===== src/rtl/dmem_arbiter.sv =====
// Two-port arbiter for a single-port data memory: C (load/store unit) and D (DMA/debug).
// D may lock the bus for bounded bursts; read data returns one cycle after grant.
module dmem_arbiter #(
    parameter int AW       = 32,
    parameter int DW       = 32,
    parameter int CPU_PRIO = 0,
    parameter int MAX_LOCK = 8
) (
    input  logic          i_clk,
    input  logic          i_reset,
    input  logic          i_c_req,
    input  logic          i_c_we,
    input  logic [AW-1:0] i_c_addr,
    input  logic [DW-1:0] i_c_wdata,
    output logic          o_c_gnt,
    output logic          o_c_rvalid,
    output logic [DW-1:0] o_c_rdata,
    input  logic          i_d_req,
    input  logic          i_d_we,
    input  logic [AW-1:0] i_d_addr,
    input  logic [DW-1:0] i_d_wdata,
    input  logic          i_d_lock,
    output logic          o_d_gnt,
    output logic          o_d_rvalid,
    output logic [DW-1:0] o_d_rdata,
    output logic          o_mem_we,
    output logic [AW-1:0] o_mem_a,
    output logic [DW-1:0] o_mem_wd,
    input  logic [DW-1:0] i_mem_rd
);

    // state  | meaning
    // ARB    | normal arbitration between C and D
    // LOCK_D | D owns the bus for a locked burst, C blocked until release
    typedef enum logic {ARB = 1'b0, LOCK_D = 1'b1} state_t;

    localparam int LCW = $clog2(MAX_LOCK + 1);
    localparam logic [LCW-1:0] LOCK_MAX = LCW'(MAX_LOCK);

    state_t          r_state;
    logic            r_last_d;
    logic [LCW-1:0]  r_lock_cnt;
    logic            r_c_rvalid;
    logic            r_d_rvalid;
    logic [DW-1:0]   r_c_rdata;
    logic [DW-1:0]   r_d_rdata;

    logic            w_lock_hold;
    logic            w_forced;
    logic            w_c_gnt;
    logic            w_d_gnt;

    assign w_lock_hold = (r_state == LOCK_D) && i_d_req && i_d_lock && (r_lock_cnt < LOCK_MAX);
    assign w_forced    = (r_state == LOCK_D) && (r_lock_cnt == LOCK_MAX);

    always_comb begin
        w_c_gnt = 1'b0;
        w_d_gnt = 1'b0;
        if (i_reset) begin
            w_c_gnt = 1'b0;
            w_d_gnt = 1'b0;
        end else if (w_lock_hold) begin
            w_d_gnt = 1'b1;
        end else if (w_forced && i_c_req) begin
            // lock budget exhausted: C gets the cycle ahead of any tie-break
            w_c_gnt = 1'b1;
        end else if (i_c_req && i_d_req) begin
            if (CPU_PRIO != 0 || r_last_d) begin
                w_c_gnt = 1'b1;
            end else begin
                w_d_gnt = 1'b1;
            end
        end else begin
            w_c_gnt = i_c_req;
            w_d_gnt = i_d_req;
        end
    end

    always_ff @(posedge i_clk) begin
        if (i_reset) begin
            r_state    <= ARB;
            r_last_d   <= 1'b1;
            r_lock_cnt <= '0;
            r_c_rvalid <= 1'b0;
            r_d_rvalid <= 1'b0;
            r_c_rdata  <= '0;
            r_d_rdata  <= '0;
        end else begin
            if (w_c_gnt) begin
                r_last_d <= 1'b0;
            end else if (w_d_gnt) begin
                r_last_d <= 1'b1;
            end

            // a lock may only start from ARB, so a forced release cannot re-lock
            if (w_lock_hold) begin
                r_lock_cnt <= r_lock_cnt + 1'b1;
            end else if (r_state == ARB && w_d_gnt && i_d_lock) begin
                r_state    <= LOCK_D;
                r_lock_cnt <= LCW'(1);
            end else begin
                r_state    <= ARB;
                r_lock_cnt <= '0;
            end

            r_c_rvalid <= w_c_gnt && !i_c_we;
            r_d_rvalid <= w_d_gnt && !i_d_we;
            if (w_c_gnt && !i_c_we) begin
                r_c_rdata <= i_mem_rd;
            end
            if (w_d_gnt && !i_d_we) begin
                r_d_rdata <= i_mem_rd;
            end
        end
    end

    assign o_c_gnt    = w_c_gnt;
    assign o_d_gnt    = w_d_gnt;
    assign o_mem_a    = w_d_gnt ? i_d_addr  : i_c_addr;
    assign o_mem_wd   = w_d_gnt ? i_d_wdata : i_c_wdata;
    assign o_mem_we   = (w_c_gnt && i_c_we) || (w_d_gnt && i_d_we);
    assign o_c_rvalid = r_c_rvalid;
    assign o_d_rvalid = r_d_rvalid;
    assign o_c_rdata  = r_c_rdata;
    assign o_d_rdata  = r_d_rdata;

endmodule

===== config.mk =====
export PLATFORM = sky130hd
export DESIGN_NAME = dmem_arbiter
export DESIGN_NICKNAME = d
export VERILOG_FILES = /design/src/rtl/dmem_arbiter.sv
export SDC_FILE = /design/constraint.sdc
export NUM_CORES = 1
export LEC_CHECK = 0
export CORE_AREA = 3 3 116 118
export CTS_CLUSTER_DIAMETER = 40
export DETAILED_ROUTE_END_ITERATION = 6
export DIE_AREA = 0 0 119 121
export MAX_ROUTING_LAYER = met4
export PLACE_DENSITY = 0.72
export SLEW_MARGIN = 20
export SYNTH_ARGS = -nofsm -noshare
export SYNTH_HDL_FRONTEND = slang
export SYNTH_SLANG_ARGS = --single-unit

===== constraint.sdc =====
create_clock -name i_clk -period 6.44 [get_ports i_clk]
set_clock_uncertainty 0.05 [all_clocks]
set_input_delay 1.288 -clock i_clk [delete_from_list [all_inputs] [get_ports i_clk]]
set_output_delay 1.288 -clock i_clk [all_outputs]
set_load 0.05 [all_outputs]

==> reports/qor.yml <==
final_layout:
  nNetsFinal: 849
  fillers: 1133
  mostFrequentLayoutCell: "clkdlybuf4s50_1"
  final_cell_mix: "274 x clkdlybuf4s50_1, 72 x dfxtp_1, 66 x nand2_1"
  layout-drive-gt1-share: 0.1681
  diodes: 0
  syn_to_final_growth_pct: 87.41
die:
  start_util: 0.2982
  core-area_um2: 12570
  die_area_um2: 14400
  pin_count: 300
  dieHeight_um: 121
  rows: 41
  die_w_um: 119
worst_setup_path:
  reg2reg_to: "o_c_rdata[26]"
  cp.arrival_ns: 3.85
  worstPathRequired_ns: 5.10
  reg2regPathDepth: 7
  start_kind: "primary input"
  crit_fanout: 46
  r2r-start: "r_lock_cnt[0]"
  crit_type: "primary input to output port"
  worstSetupEndpointType: "output port"
  r2r_setup_slack_ns: 3.82
yosys:
  yosysUniqueCellTypes: 32
  ys_seq_elements: 72
  synthCells: 399
  synth_area_um2: 3747
  synth_fp_nets: 568
  yosysWarnings: 0
  synth_area_per_cell_um2: 9.392
  yosysSeqAreaShare: 0.3846
pwr:
  vdd_drop_max_mv: 0.1697
  finalPower_mw: 1.429
  power_density_nw_per_um2: 203.5
  p_leak_nw: 2.821
global_route:
  grt_pass1_wl_mm: 25.79
  grt_max_degree: 66
  grt_antenna_before_repair: 0
  first_global_vias: 4152
  grt_util_all_layers: 0.2419
  gr-total-overflow: 0
placement:
  place_hpwl_mm: 13.97
  port_buffers: 299
  place_congestion: 0.9826
clock_tree:
  cts_resized: 0
  cts.path.max_buffers: 2
  cts_sinks: 72
  htreeDepth: 3
  ctsHoldBuffers: 0
  root_buffer: "clkbuf_16"
  cts_tree: "yes"
  clkLatencyLatePin_ns: 0.33
  clk_pin_slew_worst_paths_ns: 0.05
  cts_setup_buffers: 0
  cts_buffers: 9
min_path:
  hold_depth: 2
  min_from: "o_d_rdata[4]"
  holdCritPathClass: "flip-flop to flip-flop"
  hold_path_end: "o_d_rdata[4]"
timing:
  drv_slew: 0
  hold_viol: 0
  grt_setup_unrepaired: "no"
  fmax_mhz: 192.7
  setup_viol: 0
  tightest_slew_ns: 0.9836
  final.period_utilization: 0.8059
  layout_min_cycle_time_ns: 5.190
  fin_tns_setup_ns: 0
  relSlewSlack: 0.3402
routing:
  vias: 4126
  viasPerCell: 4.820
  routed_wl_mm: 17.69
  drtPass1Iterations: 5
  dr.first_iter.drc_count: 233
  avgRoutedWirePerCell_um: 20.67
  ant_nets: 0
  drc: 0
status:
  status: "completed"
job:
  drv_cap: 0
-- worst max path at each step --
stage	startpoint	endpoint	slack, ns	depth (start not counted)
after floorplan	i_reset	o_mem_we	2.33	6
after global placement	i_d_req	o_mem_a[3]	1.34	5
after global routing	i_d_req	o_mem_a[3]	1.15	5
after detailed placement	i_d_req	o_mem_wd[28]	1.30	5
final	i_d_req	o_mem_a[3]	1.25	5
after CTS	i_d_req	o_mem_a[3]	1.28	5
-- flip-flops by register name (all words and copies together), names as in the netlist --
| register | count |
|---|---|
| o_c_rdata | 32 |
| o_d_rdata | 32 |
| r_last_d | 1 |
| o_c_rvalid | 1 |
| o_d_rvalid | 1 |
| r_lock_cnt | 4 |
| r_state | 1 |
-- logic make-up after synthesis --
logic type / share of synthesized area
buf+inv: 0.05442
compound gates: 0.1072
flops: 0.3846
xor+xnor: 0.002338
mux: 0.3048
fa+ha+maj: 0.006677
simple gates: 0.1399
-- report_power, final --
group / total [mW] / switching (mW) / internal [mW]
Sequential: 0.471 / 0.00862 / 0.462
Clock: 0.454 / 0.186 / 0.268
Combinational: 0.505 / 0.286 / 0.218
Total: 1.43 / 0.481 / 0.949
-- critical path, cell delays in order --
cell and delay, ns:
clkdlybuf4s50_1 0.56, nor2b_1 0.33, nand2_4 0.45, mux2_2 0.37, clkdlybuf4s50_1 0.83
-- synthesized netlist by cell type --
cell,count,area (um2)
o22ai_1,1,6.260
nand3_2,1,10.01
nor2_1,5,18.77
a21oi_1,34,170.2
and4_1,1,8.760
nand3b_1,1,7.510
dfxtp_1,72,1441
buf_6,4,45.04
nand2_1,66,247.7
nand2b_1,1,6.260
ha_1,2,25.02
a211oi_1,1,7.510
and4b_4,1,13.76
inv_2,1,3.750
nand4b_1,1,8.760
mux2_4,27,405.4
nor2b_1,2,12.51
xor2_1,1,8.760
o2111ai_4,1,26.28
buf_4,5,37.54
buf_2,4,20.02
mux2i_1,32,320.3
mux2_2,37,416.7
and3_1,1,6.260
o21ai_0,34,170.2
nand3_1,33,165.2
inv_1,6,22.52
buf_1,1,3.750
and2_1,2,12.51
clkbuf_1,19,71.32
o211ai_4,1,21.27
nand2_2,1,6.260
-- layer usage --
| metal | track usage | vias to the layer above | part of all wire |
|---|---|---|---|
| met5 | - | - | 0 |
| met4 | 0.05503 | 0 | 0.015 |
| met3 | 0.07086 | 16 | 0.079 |
| met2 | 0.4362 | 190 | 0.53 |
| met1 | 0.2636 | 1972 | 0.38 |
| li1 | - | 1948 | - |
-- cell type report --
cell class                 count  area [um2]  share of cell area
clock inverter                 5       33.78            0.004810
inverter                       7       26.28            0.003741
multi-input combinational    287        2107              0.3000
clock buffer                  10       239.0             0.03403
sequential                    72        1441              0.2052
tap                          172       215.2             0.03064
timing repair buffer         303        2960              0.4215
-- through the flow --
step	std cells	utilization	hold slack, ns	setup slack [ns]	instance area (um2)
CTS	856	0.5588	0.4072	1.282	7023
finish	856	0.5588	0.4032	1.250	7023
detailed placement	841	0.5371	0.3983	1.297	6750
global route	856	0.5588	0.4225	1.150	7023
floorplan	399	-	0.4136	2.332	3747
global placement	841	0.5371	0.3926	1.339	6750
Power figures use the tool's default switching activity.
